==> src/rtl/sam_booth.sv <==
// Sequential N x N multiplier, unsigned or two's-complement per operation.
// Radix-2 Booth recoding over N+1 bits gives a fixed latency of N+1 cycles.
module sam_booth #(
  parameter int N = 8
) (
  input  logic           i_clk,
  input  logic           i_rst_n,
  input  logic           i_start,
  input  logic           i_signed,
  input  logic [N-1:0]   i_a,
  input  logic [N-1:0]   i_b,
  output logic [2*N-1:0] o_r,
  output logic           o_busy,
  output logic           o_done
);

  localparam int CW = $clog2(N + 2);

  typedef enum logic [1:0] {
    S_IDLE = 2'd0,
    S_RUN  = 2'd1,
    S_DONE = 2'd2
  } state_t;

  state_t          r_state;
  state_t          w_state_nxt;
  logic [N:0]      r_mcand;
  logic [N:0]      r_mplr;
  logic [N+1:0]    r_acc;
  logic            r_q;
  logic [CW-1:0]   r_cnt;
  logic [2*N-1:0]  r_r;
  logic            r_busy;
  logic            r_done;

  logic            w_accept;
  logic            w_last;
  logic            w_busy_nxt;
  logic            w_done_nxt;
  logic [N:0]      w_a_ext;
  logic [N:0]      w_b_ext;
  logic [N+1:0]    w_mcand_ext;
  logic [N+1:0]    w_acc_sum;
  logic [N+1:0]    w_acc_sh;
  logic [N:0]      w_mplr_sh;
  logic            w_q_sh;
  logic [2*N-1:0]  w_product;

  // State register
  always_ff @(posedge i_clk or negedge i_rst_n) begin
    if (!i_rst_n) begin
      r_state <= S_IDLE;
    end else begin
      r_state <= w_state_nxt;
    end
  end

  // Next-state logic
  always_comb begin
    w_state_nxt = r_state;
    case (r_state)
      S_IDLE: begin
        if (i_start) w_state_nxt = S_RUN;
        else         w_state_nxt = S_IDLE;
      end
      S_RUN: begin
        if (w_last) w_state_nxt = S_DONE;
        else        w_state_nxt = S_RUN;
      end
      S_DONE: begin
        if (i_start) w_state_nxt = S_RUN;
        else         w_state_nxt = S_IDLE;
      end
      default: w_state_nxt = S_IDLE;
    endcase
  end

  // Control decode; flags are computed one cycle ahead so they can be registered
  always_comb begin
    w_accept   = ((r_state == S_IDLE) || (r_state == S_DONE)) && i_start;
    w_last     = (r_cnt == CW'(N));
    w_busy_nxt = (w_state_nxt == S_RUN);
    w_done_nxt = (r_state == S_RUN) && w_last;
  end

  // Booth step: add/subtract on the upper half, then arithmetic shift right
  always_comb begin
    if (i_signed) begin
      w_a_ext = {i_a[N-1], i_a};
      w_b_ext = {i_b[N-1], i_b};
    end else begin
      w_a_ext = {1'b0, i_a};
      w_b_ext = {1'b0, i_b};
    end
    w_mcand_ext = {r_mcand[N], r_mcand};
    case ({r_mplr[0], r_q})
      2'b01:   w_acc_sum = r_acc + w_mcand_ext;
      2'b10:   w_acc_sum = r_acc - w_mcand_ext;
      default: w_acc_sum = r_acc;
    endcase
    w_acc_sh  = {w_acc_sum[N+1], w_acc_sum[N+1:1]};
    w_mplr_sh = {w_acc_sum[0], r_mplr[N:1]};
    w_q_sh    = r_mplr[0];
    w_product = {w_acc_sh[N-2:0], w_mplr_sh};
  end

  // Operand latch and iteration datapath
  always_ff @(posedge i_clk or negedge i_rst_n) begin
    if (!i_rst_n) begin
      r_mcand <= '0;
      r_mplr  <= '0;
      r_acc   <= '0;
      r_q     <= 1'b0;
      r_cnt   <= '0;
    end else if (w_accept) begin
      r_mcand <= w_a_ext;
      r_mplr  <= w_b_ext;
      r_acc   <= '0;
      r_q     <= 1'b0;
      r_cnt   <= '0;
    end else if (r_state == S_RUN) begin
      r_acc   <= w_acc_sh;
      r_mplr  <= w_mplr_sh;
      r_q     <= w_q_sh;
      r_cnt   <= r_cnt + CW'(1);
    end else begin
      r_acc   <= r_acc;
      r_mplr  <= r_mplr;
    end
  end

  // Registered outputs; R changes only on the final iteration
  always_ff @(posedge i_clk or negedge i_rst_n) begin
    if (!i_rst_n) begin
      r_r    <= '0;
      r_busy <= 1'b0;
      r_done <= 1'b0;
    end else begin
      r_busy <= w_busy_nxt;
      r_done <= w_done_nxt;
      if (w_done_nxt) r_r <= w_product;
      else            r_r <= r_r;
    end
  end

  assign o_r    = r_r;
  assign o_busy = r_busy;
  assign o_done = r_done;

endmodule

==> config.mk <==
export PLATFORM = sky130hd
export DESIGN_NAME = sam_booth
export DESIGN_NICKNAME = d
export VERILOG_FILES = /design/src/rtl/sam_booth.sv
export SDC_FILE = /design/constraint.sdc
export NUM_CORES = 1
export LEC_CHECK = 0
export BUFFER_PORTS_ARGS = -buffer_cell sky130_fd_sc_hd__buf_2
export CAP_MARGIN = 10
export CORE_ASPECT_RATIO = 1.4
export CORE_MARGIN = 1.5
export CORE_UTILIZATION = 61
export CTS_CLUSTER_SIZE = 24
export DETAILED_ROUTE_END_ITERATION = 7
export MAX_ROUTING_LAYER = met4
export PLACE_DENSITY = 0.84
export SLEW_MARGIN = 20
export SYNTH_ARGS = -nofsm -noshare
export SYNTH_HDL_FRONTEND = slang
export SYNTH_SLANG_ARGS = --single-unit
==> constraint.sdc <==
create_clock -name i_clk -period 7.7 [get_ports i_clk]
set_input_delay 1.54 -clock i_clk [delete_from_list [all_inputs] [get_ports i_clk]]
set_output_delay 1.54 -clock i_clk [all_outputs]
set_load 0.005 [all_outputs]
# ---- Word level (Yosys, flattened, before mapping)
# Index checks and enable logic that the tools add are counted.
dict set report totals {
  reg_bits 53
  inputBits 20
  word_cells 38
}
dict set report op_classes {
  n_addsub 3
  eq_ne 6
  muxes 14
  n_reduce_logical 6
}
# operator count
set ops {}
lappend ops {{9-bit 2-to-1 mux} 4}
lappend ops {{10-bit 2-to-1 mux} 2}
lappend ops {{10-bit case mux with 2 select lines} 1}
lappend ops {{10-bit adder} 1}
lappend ops {{10-bit subtractor} 1}
lappend ops {{4-bit 2-to-1 mux} 2}
lappend ops {{2-bit by 1-bit equality test with 1-bit output, second input constant} 3}
lappend ops {{4-bit by 1-bit adder with 4-bit output, second input constant} 1}
lappend ops {{2-bit equality test, second input constant} 2}
lappend ops {{4-bit equality test, second input constant} 1}
lappend ops {{2-bit case mux with 2 select lines} 1}
lappend ops {{1-bit 2-to-1 mux} 3}
lappend ops {{1-bit logical AND} 2}
lappend ops {{2-bit zero test} 1}
lappend ops {{2-bit 2-to-1 mux} 1}
lappend ops {{2-bit nonzero test} 1}
lappend ops {{2-bit OR reduction} 1}
lappend ops {{1-bit logical OR} 1}

# ---- Depth between registers and ports, before layout
# Gate-level depths: netlist of the first run.
dict set report depth {
  depth_word 4
  ltp_mapped 12
  ltp_nobuf 12
}

# ---- Worst setup path after synthesis of the first run
# No wires, ideal clock.
dict set report synth_timing {
  path_type {register -> register}
  startpoint {reg r_q}
  endpoint {reg r_r[15], in the netlist o_r[15]}
  t_arrival_ps 2372
  slack_ps 5201
  stages_incl_launch_ff 13
  path_buffers 1
  period_less_slack_ps 2499
  cell_sequence {dfrtp_1 > inv_1 > ha_1 > buf_2 > mux2_1 > inv_1 > ha_1 > nor2b_4 > o2111ai_1 > a21oi_2 > or3_1 > a21oi_2 > o31ai_1}
}
dict set report synth_via {
  elab_chain_cells 2
  elab_cells_between_ends 3
}
# item line
set synth_lines {}
lappend synth_lines {{from (decl)} 30} ;# logic r_q;
lappend synth_lines {{from (signal assigned)} 124} ;# r_q <= w_q_sh;
lappend synth_lines {{2-bit equality test or 2-bit by 1-bit equality test with 1-bit output (tied branches)} 96} ;# case ({r_mplr[0], r_q})
lappend synth_lines {{10-bit case mux with 2 select lines (*)} 96}
lappend synth_lines {{to (signal assigned)} 141} ;# if (w_done_nxt) r_r <= w_product;
lappend synth_lines {{to (signal assigned)} 142} ;# else r_r <= r_r;
lappend synth_lines {{to (decl)} 32} ;# logic [2*N-1:0] r_r;
# Every way passes the cells marked *; elsewhere a longest branch is shown, timed or not.
# A chain may end at the register's enable or synchronous reset.

# ---- Worst setup path after layout of the first run
dict set report layout_timing {
  startpoint {in i_start}
  endpoint {reg r_acc[3]}
}
dict set report layout_via {
  elab_chain_cells 2
  elab_cells_between_ends 3
}
# item line
set layout_lines {}
lappend layout_lines {{from (decl)} 8} ;# input logic i_start,
lappend layout_lines {{1-bit logical AND (*)} 80} ;# w_accept = ((r_state == S_IDLE) || (r_state == S_DONE)) && i_start;
lappend layout_lines {{10-bit 2-to-1 mux or 2-bit nonzero test (tied branches)} -}
lappend layout_lines {{to (signal assigned)} 122} ;# r_acc <= w_acc_sh;
lappend layout_lines {{to (signal assigned)} 127} ;# r_acc <= r_acc;
lappend layout_lines {{to (decl)} 29} ;# logic [N+1:0] r_acc;
# Marked as above.

==> flow_results.org, run 1 <==
** Outcome
- Run status :: finished clean

** Clocking
- The clock tree synthesis step divided the H-tree into 2 levels.
- TritonCTS built the clock tree.
- Clock tree synthesis found a total of between 50 and 60 sinks.
- The tree is rooted in a sky130_fd_sc_hd__clkbuf_8.
- For this design, the CTS-stage hold fixing added 0 buffers.
- CTS buffer count :: 5
- For the worst-skew pair, the clock arrives at the later sink with an insertion delay of 0.31 ns.
- Post-CTS Setup Repair Bufs :: 0
- Clk pin slew, worst setup/hold paths :: 0.10 ns
- In this run, post-CTS repair resized a total of 0 instances.
- Number of buffers on the longest clock path :: 2

** STA
- After layout, the worst path uses 39.9% of the clock period.
- Static timing analysis puts the maximum clock frequency at 0.326 GHz.
- Setup total negative slack :: 0 ns
- Hold violation count in the final report :: 0
- The number of slew-limit violations in the final report came to 0.
- Counting I/O delays and the setup requirement, the final critical path takes 3.07 ns.
- Worst path setup slack after routing :: 4.63 ns
- RSZ-0062 raised after global routing :: no
- Number of failing setup endpoints in the final timing report :: 0
- Fin Clk Skew :: 0.00644 ns
- For the pin with the worst max-slew slack, the measured transition is 1.09 ns.
- Headroom to the max-slew limit :: 27.1%

** Placed design
- Worst slack after detailed placement :: 4.34 ns
- Detailed placement ended at an HPWL of 3.98 mm.
- The count of buffers added on input and output ports is 37.
- Routability congestion estimate from global placement :: 0.859
- Inst Count DP :: 385

** Drt
- The first routing iteration left about 110 violations.
- Detailed-route wire length per cell :: 14.4 µm
- For this run, the detailed router's first-pass iteration total came to 4.
- The final layout contains routed wiring with a total length of ~5.7 mm.
- Total via count after detailed routing :: 2245
- Dividing the detail-routed via count by the number of cells gives 5.71.
- Post-route antenna net violation count :: 0
- For this run, design rule violations remaining after detail routing come to 0.

** Yosys
- The synthesized netlist devotes 16.1% of its cell area to compound gates.
- Ys async rst share :: 100%
- Synthesized Nets :: roughly 340
- The synthesized design spends more area on one cell type than any other, namely sky130_fd_sc_hd__dfrtp_1.
- In this run, distinct cell masters in the synthesized netlist total 43.
- The cell area that synthesis handed to floorplanning was 2740 µm².
- By area the synthesized netlist is led by sky130_fd_sc_hd__dfrtp_1 48%, sky130_fd_sc_hd__nand2_1 11%, sky130_fd_sc_hd__ha_1 5.9%.
- In the synthesized netlist, mux cells make up 1.19% of the area.
- Adder-cell share of the synthesized area :: 6.67%
- The most used flip-flop cell after synthesis is sky130_fd_sc_hd__dfrtp_1.
- Top cell type's share of synthesized area :: between 40% and 50%
- Simple-Gate Fraction of Synth Area :: 20.6%
- After synthesis, the mean cell area works out to 9.10 µm².
- Xor/xnor cell area share of the yosys netlist :: under 10%
- Number of synthesized flops with an enable pin :: 0
- After synthesis, the largest family of logic cells by area is simple AND/OR/NAND/NOR gates.
- Number of flip-flops and latches in the synthesized netlist :: 52
- Mapped Cells :: 301
- Part of the Yosys area used for sequential elements :: 47.5%
- During synthesis, Yosys emitted a total of 0 warnings.

** Global routing
- Entering global routing, the biggest net connects 53 pins.
- Global routing consumed, on the met2 layer, 42.1% of the routing resources.
- GRT Util Overall :: 26.4%
- The first global-routing pass estimated 9.55 mm of wire.
- For met1 alone, demand over resource in global routing was 33.6%.
- Vias in the first global route :: between 2000 and 2500
- In this run the most used layer during global routing was met2.
- Antenna violations before repair :: 0
- Met3 Use GR :: 3.89%
- After global routing the overflow that remains totals 0.

** Finish
- Most common cell after layout, fill and taps aside :: sky130_fd_sc_hd__nand2_1
- In the layout the commonest cells are 79 x sky130_fd_sc_hd__nand2_1, 52 x sky130_fd_sc_hd__dfrtp_1, 37 x sky130_fd_sc_hd__buf_2.
- Measured on the finished design, the core utilization comes to 71.2%.
- Share of final-layout standard cells stronger than drive strength 1 :: 18.0%
- Post-layout nets :: 366
- Compared with the post-synthesis result, the final layout area differs by 11.2%.
- Diodes inserted :: 0
- Count of placed standard cells in the final layout, fillers left out :: between 300 and 400

** Floorplanning
- Total number of placement rows :: 28
- The floorplan step set the die height to 82.3 µm.
- Die outline width :: 59.6 µm
- Placeable core area :: 4270 µm²
- Overall die area :: 4900 µm²
- IO Count :: 38
- The initial utilization of the core area, before any placement, comes to between 60% and 70%.

** Critical path
- Cell chain of the critical path :: buf_2 -> nor2b_1 -> nor2_1 -> a22o_1
- Number of buffer and inverter instances along the worst setup path :: 1
- STA puts the critical path data arrival time at 3.28 ns.
- Max FO, Critical Path :: 17
- The most critical setup path has its startpoint at i_start.
- The worst register-to-register path ends at r_acc[6].
- STA classifies the critical path endpoint as a flip-flop.
- Crit-path slowest cell :: sky130_fd_sc_hd__nor2b_1
- On the worst path, the slowest cell contributes a delay of 0.85 ns.
- The worst setup path is launched from a primary input.
- The worst setup path is of the in -> reg kind.
- Critical path data required time :: 7.90 ns
- Cell depth of the worst setup path :: 4
- Setup slack on the worst reg-to-reg path comes out at 4.81 ns.
- In this design, the largest share of critical-path delay is due to simple AND/OR/NAND/NOR gates.
- Worst R2R Start :: r_q
- R2R depth :: 11

** Hold path
- The worst hold path was traced through 2 stages.
- The worst hold path terminates at o_r[0].
- The worst hold path belongs to the class reg -> reg.
- Hold path startpoint :: o_r[0]

** Job
- Across the run, the number of max-cap violations was 0.
## metal layers
layer / up-vias / routed length (µm)
li1: 1089 / -
met3: 12 / 184
met1: 1087 / 2460
met5: - / 0
met2: 57 / 2860
met4: 0 / 149
## registers in the layout (all words and copies together), names as in the netlist
name / count
r_acc: 9
o_done: 1
r_mcand: 9
r_cnt: 4
r_state: 2
o_r: 16
r_q: 1
r_mplr: 9
o_busy: 1
## cell type report
cell class	count	area, µm²
Clock buffer	5	68.8
Clock inverter	3	26.3
Fill cell	348	1230
Inverter	13	48.8
Multi-Input combinational cell	221	1320
Sequential cell	52	1300
Tap cell	60	75.1
Timing Repair Buffer	39	200
## cell usage after synthesis (2+ instances only)
cell / count
sky130_fd_sc_hd__or3_1: 3
sky130_fd_sc_hd__dfrtp_1: 52
sky130_fd_sc_hd__a21oi_1: 11
sky130_fd_sc_hd__o211ai_1: 2
sky130_fd_sc_hd__buf_2: 6
sky130_fd_sc_hd__a21o_1: 2
sky130_fd_sc_hd__inv_1: 10
sky130_fd_sc_hd__o31ai_1: 3
sky130_fd_sc_hd__o21ai_1: 16
sky130_fd_sc_hd__nand3_1: 9
sky130_fd_sc_hd__nand2b_1: 4
sky130_fd_sc_hd__nand2_1: 79
sky130_fd_sc_hd__clkbuf_1: 9
sky130_fd_sc_hd__xnor2_1: 12
sky130_fd_sc_hd__o21ai_0: 2
sky130_fd_sc_hd__a31oi_1: 8
sky130_fd_sc_hd__a22oi_1: 2
sky130_fd_sc_hd__nor2b_1: 4
sky130_fd_sc_hd__o311ai_1: 2
sky130_fd_sc_hd__nor2_1: 18
sky130_fd_sc_hd__inv_2: 3
sky130_fd_sc_hd__a21oi_2: 4
sky130_fd_sc_hd__nor3_1: 2
sky130_fd_sc_hd__ha_1: 13
sky130_fd_sc_hd__a22o_1: 6
sky130_fd_sc_hd__o21a_1: 2
## how the worst max path moves through the flow
| stage | slack, ns | endpoint |
|---|---|---|
| after global routing | 4.51 | r_acc[3] |
| after detailed placement | 4.34 | r_acc[3] |
| after floorplan | 5.20 | o_r[15] |
| final | 4.63 | r_acc[3] |
| after CTS | 4.68 | r_acc[3] |
| after global placement | 4.39 | r_acc[0] |
## kinds of logic after synthesis
kind of cell / count (synthesis)
DFF: 52
and+or+nand+nor: 126
adders and majority gates: 14
muxes: 3
AOI/OAI and AO/OA: 66
buffers and inverters: 28
xor gates and xnor gates: 12
## worst reg2reg max path: stages, from the launching register on
cell and delay, ns:
sky130_fd_sc_hd__dfrtp_1 0.40, sky130_fd_sc_hd__inv_1 0.06, sky130_fd_sc_hd__ha_1 0.38, sky130_fd_sc_hd__mux2_1 0.41, sky130_fd_sc_hd__inv_1 0.07, sky130_fd_sc_hd__ha_1 0.22
sky130_fd_sc_hd__nor2b_4 0.13, sky130_fd_sc_hd__o2111ai_1 0.35, sky130_fd_sc_hd__a21oi_2 0.13, sky130_fd_sc_hd__or3_1 0.34, sky130_fd_sc_hd__a21oi_2 0.18, sky130_fd_sc_hd__o31ai_1 0.08
## per-stage QoR
| stage | cell area, µm² | hold slack, ns |
|---|---|---|
| after global routing | 3040 | 0.497 |
| final | 3040 | 0.477 |
| after detailed placement | 2950 | 0.458 |
| after CTS | 3040 | 0.483 |
| after global placement | 2950 | 0.453 |
| after floorplan | 2740 | 0.445 |
Power of run 1 is left out: the tool's default activity adds up to more than one toggle a clock period on the data nets, which glitch-free logic cannot reach.
==> run 2: changes to the inputs <==
--- a/config.mk
+++ b/config.mk
@@ -9,11 +9,11 @@
 export CAP_MARGIN = 10
 export CORE_ASPECT_RATIO = 1.4
 export CORE_MARGIN = 1.5
-export CORE_UTILIZATION = 61
+export CORE_UTILIZATION = 51
 export CTS_CLUSTER_SIZE = 24
 export DETAILED_ROUTE_END_ITERATION = 7
 export MAX_ROUTING_LAYER = met4
-export PLACE_DENSITY = 0.84
+export PLACE_DENSITY = 0.75
 export SLEW_MARGIN = 20
 export SYNTH_ARGS = -nofsm -noshare
 export SYNTH_HDL_FRONTEND = slang
==> constraint.sdc (replaced) <==
create_clock -name i_clk -period 2.75 [get_ports i_clk]
set_input_delay 0.55 -clock i_clk [delete_from_list [all_inputs] [get_ports i_clk]]
set_output_delay 0.55 -clock i_clk [all_outputs]
set_load 0.005 [all_outputs]
==> flow_results.org, run 2 (synthesis gave the netlist of run 1 again) <==
** Drt
- Routed wire length :: around 6 mm
- Post-route antenna net violation count :: 0
- In the routed layout, each cell is associated on average with a via count of 5.52.
- Before antenna repair, the detailed router went through 4 iterations.
- The first routing iteration left 109 violations.
- In the routed design, unresolved DRC markers number 0.
- Total via count after detailed routing :: 2229
- After detailed routing, the average wire length per cell comes to approximately 15 µm.

** Finish
- Share of final-layout standard cells stronger than drive strength 1 :: about a fifth
- Post-layout nets :: roughly 370
- Count of placed standard cells in the final layout, fillers left out :: 404
- The multi-input combinational cells in the finished layout cover a total of 1350 µm².
- Across the whole layout, storage elements account for 1300 µm².
- In the layout the commonest cells are 79 x sky130_fd_sc_hd__nand2_1, 52 x sky130_fd_sc_hd__dfrtp_1, 37 x sky130_fd_sc_hd__buf_2.
- Fill cells :: between 400 and 500
- Diodes inserted :: 0
- From synthesis to final layout, the design area changed by 14.6%.
- Number of flip-flops under the largest register name :: 16
- Leaving out fill and tap cells, the most frequent cell in the layout is sky130_fd_sc_hd__nand2_1.
- Final cell utilization of the core :: 60.8%

** Clocking
- TritonCTS built the clock tree.
- The number of hold buffers added after CTS was 0.
- CTS buffer count :: 5
- Clk pin slew, worst setup/hold paths :: 0.10 ns
- No sink is reached through more buffers than the 2 on the longest clock path.
- CTS built an H-tree with a depth of 2.
- Number of sinks handled by clock tree synthesis :: 52
- The later pin in the worst-skew pair is clocked with a latency of about 0.31 ns.
- The cell sitting at the root of the clock tree is a sky130_fd_sc_hd__clkbuf_8.

** STA
- Transition time at the pin with the least slew margin :: 0.891 ns
- Max-slew violation count :: 0
- Fin Clk Skew :: about 0.0065 ns
- RSZ-0062 raised after global routing :: yes
- The count of endpoints failing hold in the final timing report came to 0.
- FMAX :: 0.384 GHz
- After layout, the minimum clock period comes to 2.60 ns.
- Headroom to the max-slew limit :: between 40% and 50%
- Final clock period utilization by the worst path :: 94.7%
- Setup violations remaining at the end of the flow were counted as 0.

** Global routing
- Global routing used 24.3% of the available tracks across all layers.
- Pin count of the biggest net entering global routing :: 53
- Wire length of the first global-routing pass :: 10.5 mm
- After global routing the overflow that remains totals 0.
- Antenna violations before repair :: 0
- The via count of the first global-routing pass is 2231.

** Critical path
- Endpoint of the worst setup timing path :: r_acc[6]
- In this run the critical register-to-register path is captured at r_acc[6].
- Critical path class :: reg -> reg
- FF-to-FF setup slack :: 0.15 ns
- The worst setup path is launched from a flip-flop.
- Critical path origin :: r_mcand[1]
- Max FO, Critical Path :: 4
- Worst R2R Start :: r_mcand[1]
- The worst register-to-register path has a depth of 11.
- Among all stages on the critical path, the largest delay is contributed by sky130_fd_sc_hd__dfrtp_1.
- Worst Path Arrival :: about 2.8 ns
- Walking the worst path, the cells encountered are inv_1 -> ha_1 -> mux2_1 -> inv_1 -> ha_1 -> nor2b_4 -> o2111ai_2 -> a21oi_2 -> or3_1 -> a21oi_2 -> o31ai_1.
- Element type at the critical path end :: flip-flop
- On the worst path, the slowest cell contributes a delay of approximately 0.44 ns.
- Critical path data required time :: 2.92 ns

** Placed design
- At the end of routability-driven placement, the weighted congestion stood at slightly below 0.9.
- The count of buffers added on input and output ports is 37.
- Counting tap cells, the placed design contains a total of 396 instances.
- The wire-length estimate of the detail-placed layout is 4.35 mm.

** Outcome
- Run status :: finished clean

** Floorplanning
- DIE HEIGHT :: about 90 µm
- From left edge to right edge, the die measures 64.9 µm.
- Pin placement for this block handled 38 I/O pins.
- Overall die area :: 5820 µm²
- Placeable core area :: 5160 µm²
- Total number of placement rows :: 31
- The initial utilization of the core area, before any placement, comes to 53.1%.

** Hold path
- The path class of the tightest hold or removal check is in -> async.

** Job
- Across the run, the number of max-cap violations was 0.
-- run 2: metrics by stage --
step	instance area, µm²	worst slack, ns	hold slack, ns	setup TNS (ns)
after CTS	3120	0.0656	0.366	0
after floorplan	2740	0.251	0.254	0
after global routing	3140	-0.0327	0.409	-0.0327
final	3140	0.147	0.337	0
after detailed placement	2990	0.116	0.457	0
after global placement	2990	0.180	0.454	0
-- run 2: layer usage --
| layer | part of all wire (%) | track usage [%] |
|---|---|---|
| met2 | 53 | 42.6 |
| met1 | 41 | 28.5 |
| met3 | 3.2 | 3.62 |
| met4 | 2.4 | 9.09 |
| met5 | 0 | - |
-- run 2: cell type report --
| class | instances | area share (%) |
|---|---|---|
| clock inverter | 2 | 1.24 |
| tap | 66 | 2.63 |
| sequential | 52 | 41.5 |
| clock buffer | 6 | 2.63 |
| multi-input combinational | 221 | 42.9 |
| timing repair buffer | 44 | 7.58 |
| inverter | 13 | 1.56 |
-- run 2: worst min path at each step --
stage	cells after the start	slack, ns	end
final	2	0.34	r_mcand[5]
after global routing	2	0.41	r_mcand[5]
after CTS	2	0.37	r_acc[6]
after detailed placement	2	0.46	o_r[4]
after global placement	2	0.45	o_r[2]
after floorplan	0	0.25	o_busy
-- run 2: repair_timing --
action,CTS,global route
buffers inserted,0,0
gates resized for setup,0,5
endpoints found under the setup margin,0,5
-- run 2: worst max-delay path: cells and delay by family, from the launching register on --
| kind | cells | cell delay [ns] |
|---|---|---|
| fa+ha+maj | 2 | 0.50 |
| simple gates | 2 | 0.47 |
| compound gates | 4 | 0.56 |
| flops | 1 | 0.44 |
| buf+inv | 2 | 0.16 |
| mux | 1 | 0.33 |
Power of run 2 is left out for the same reason.
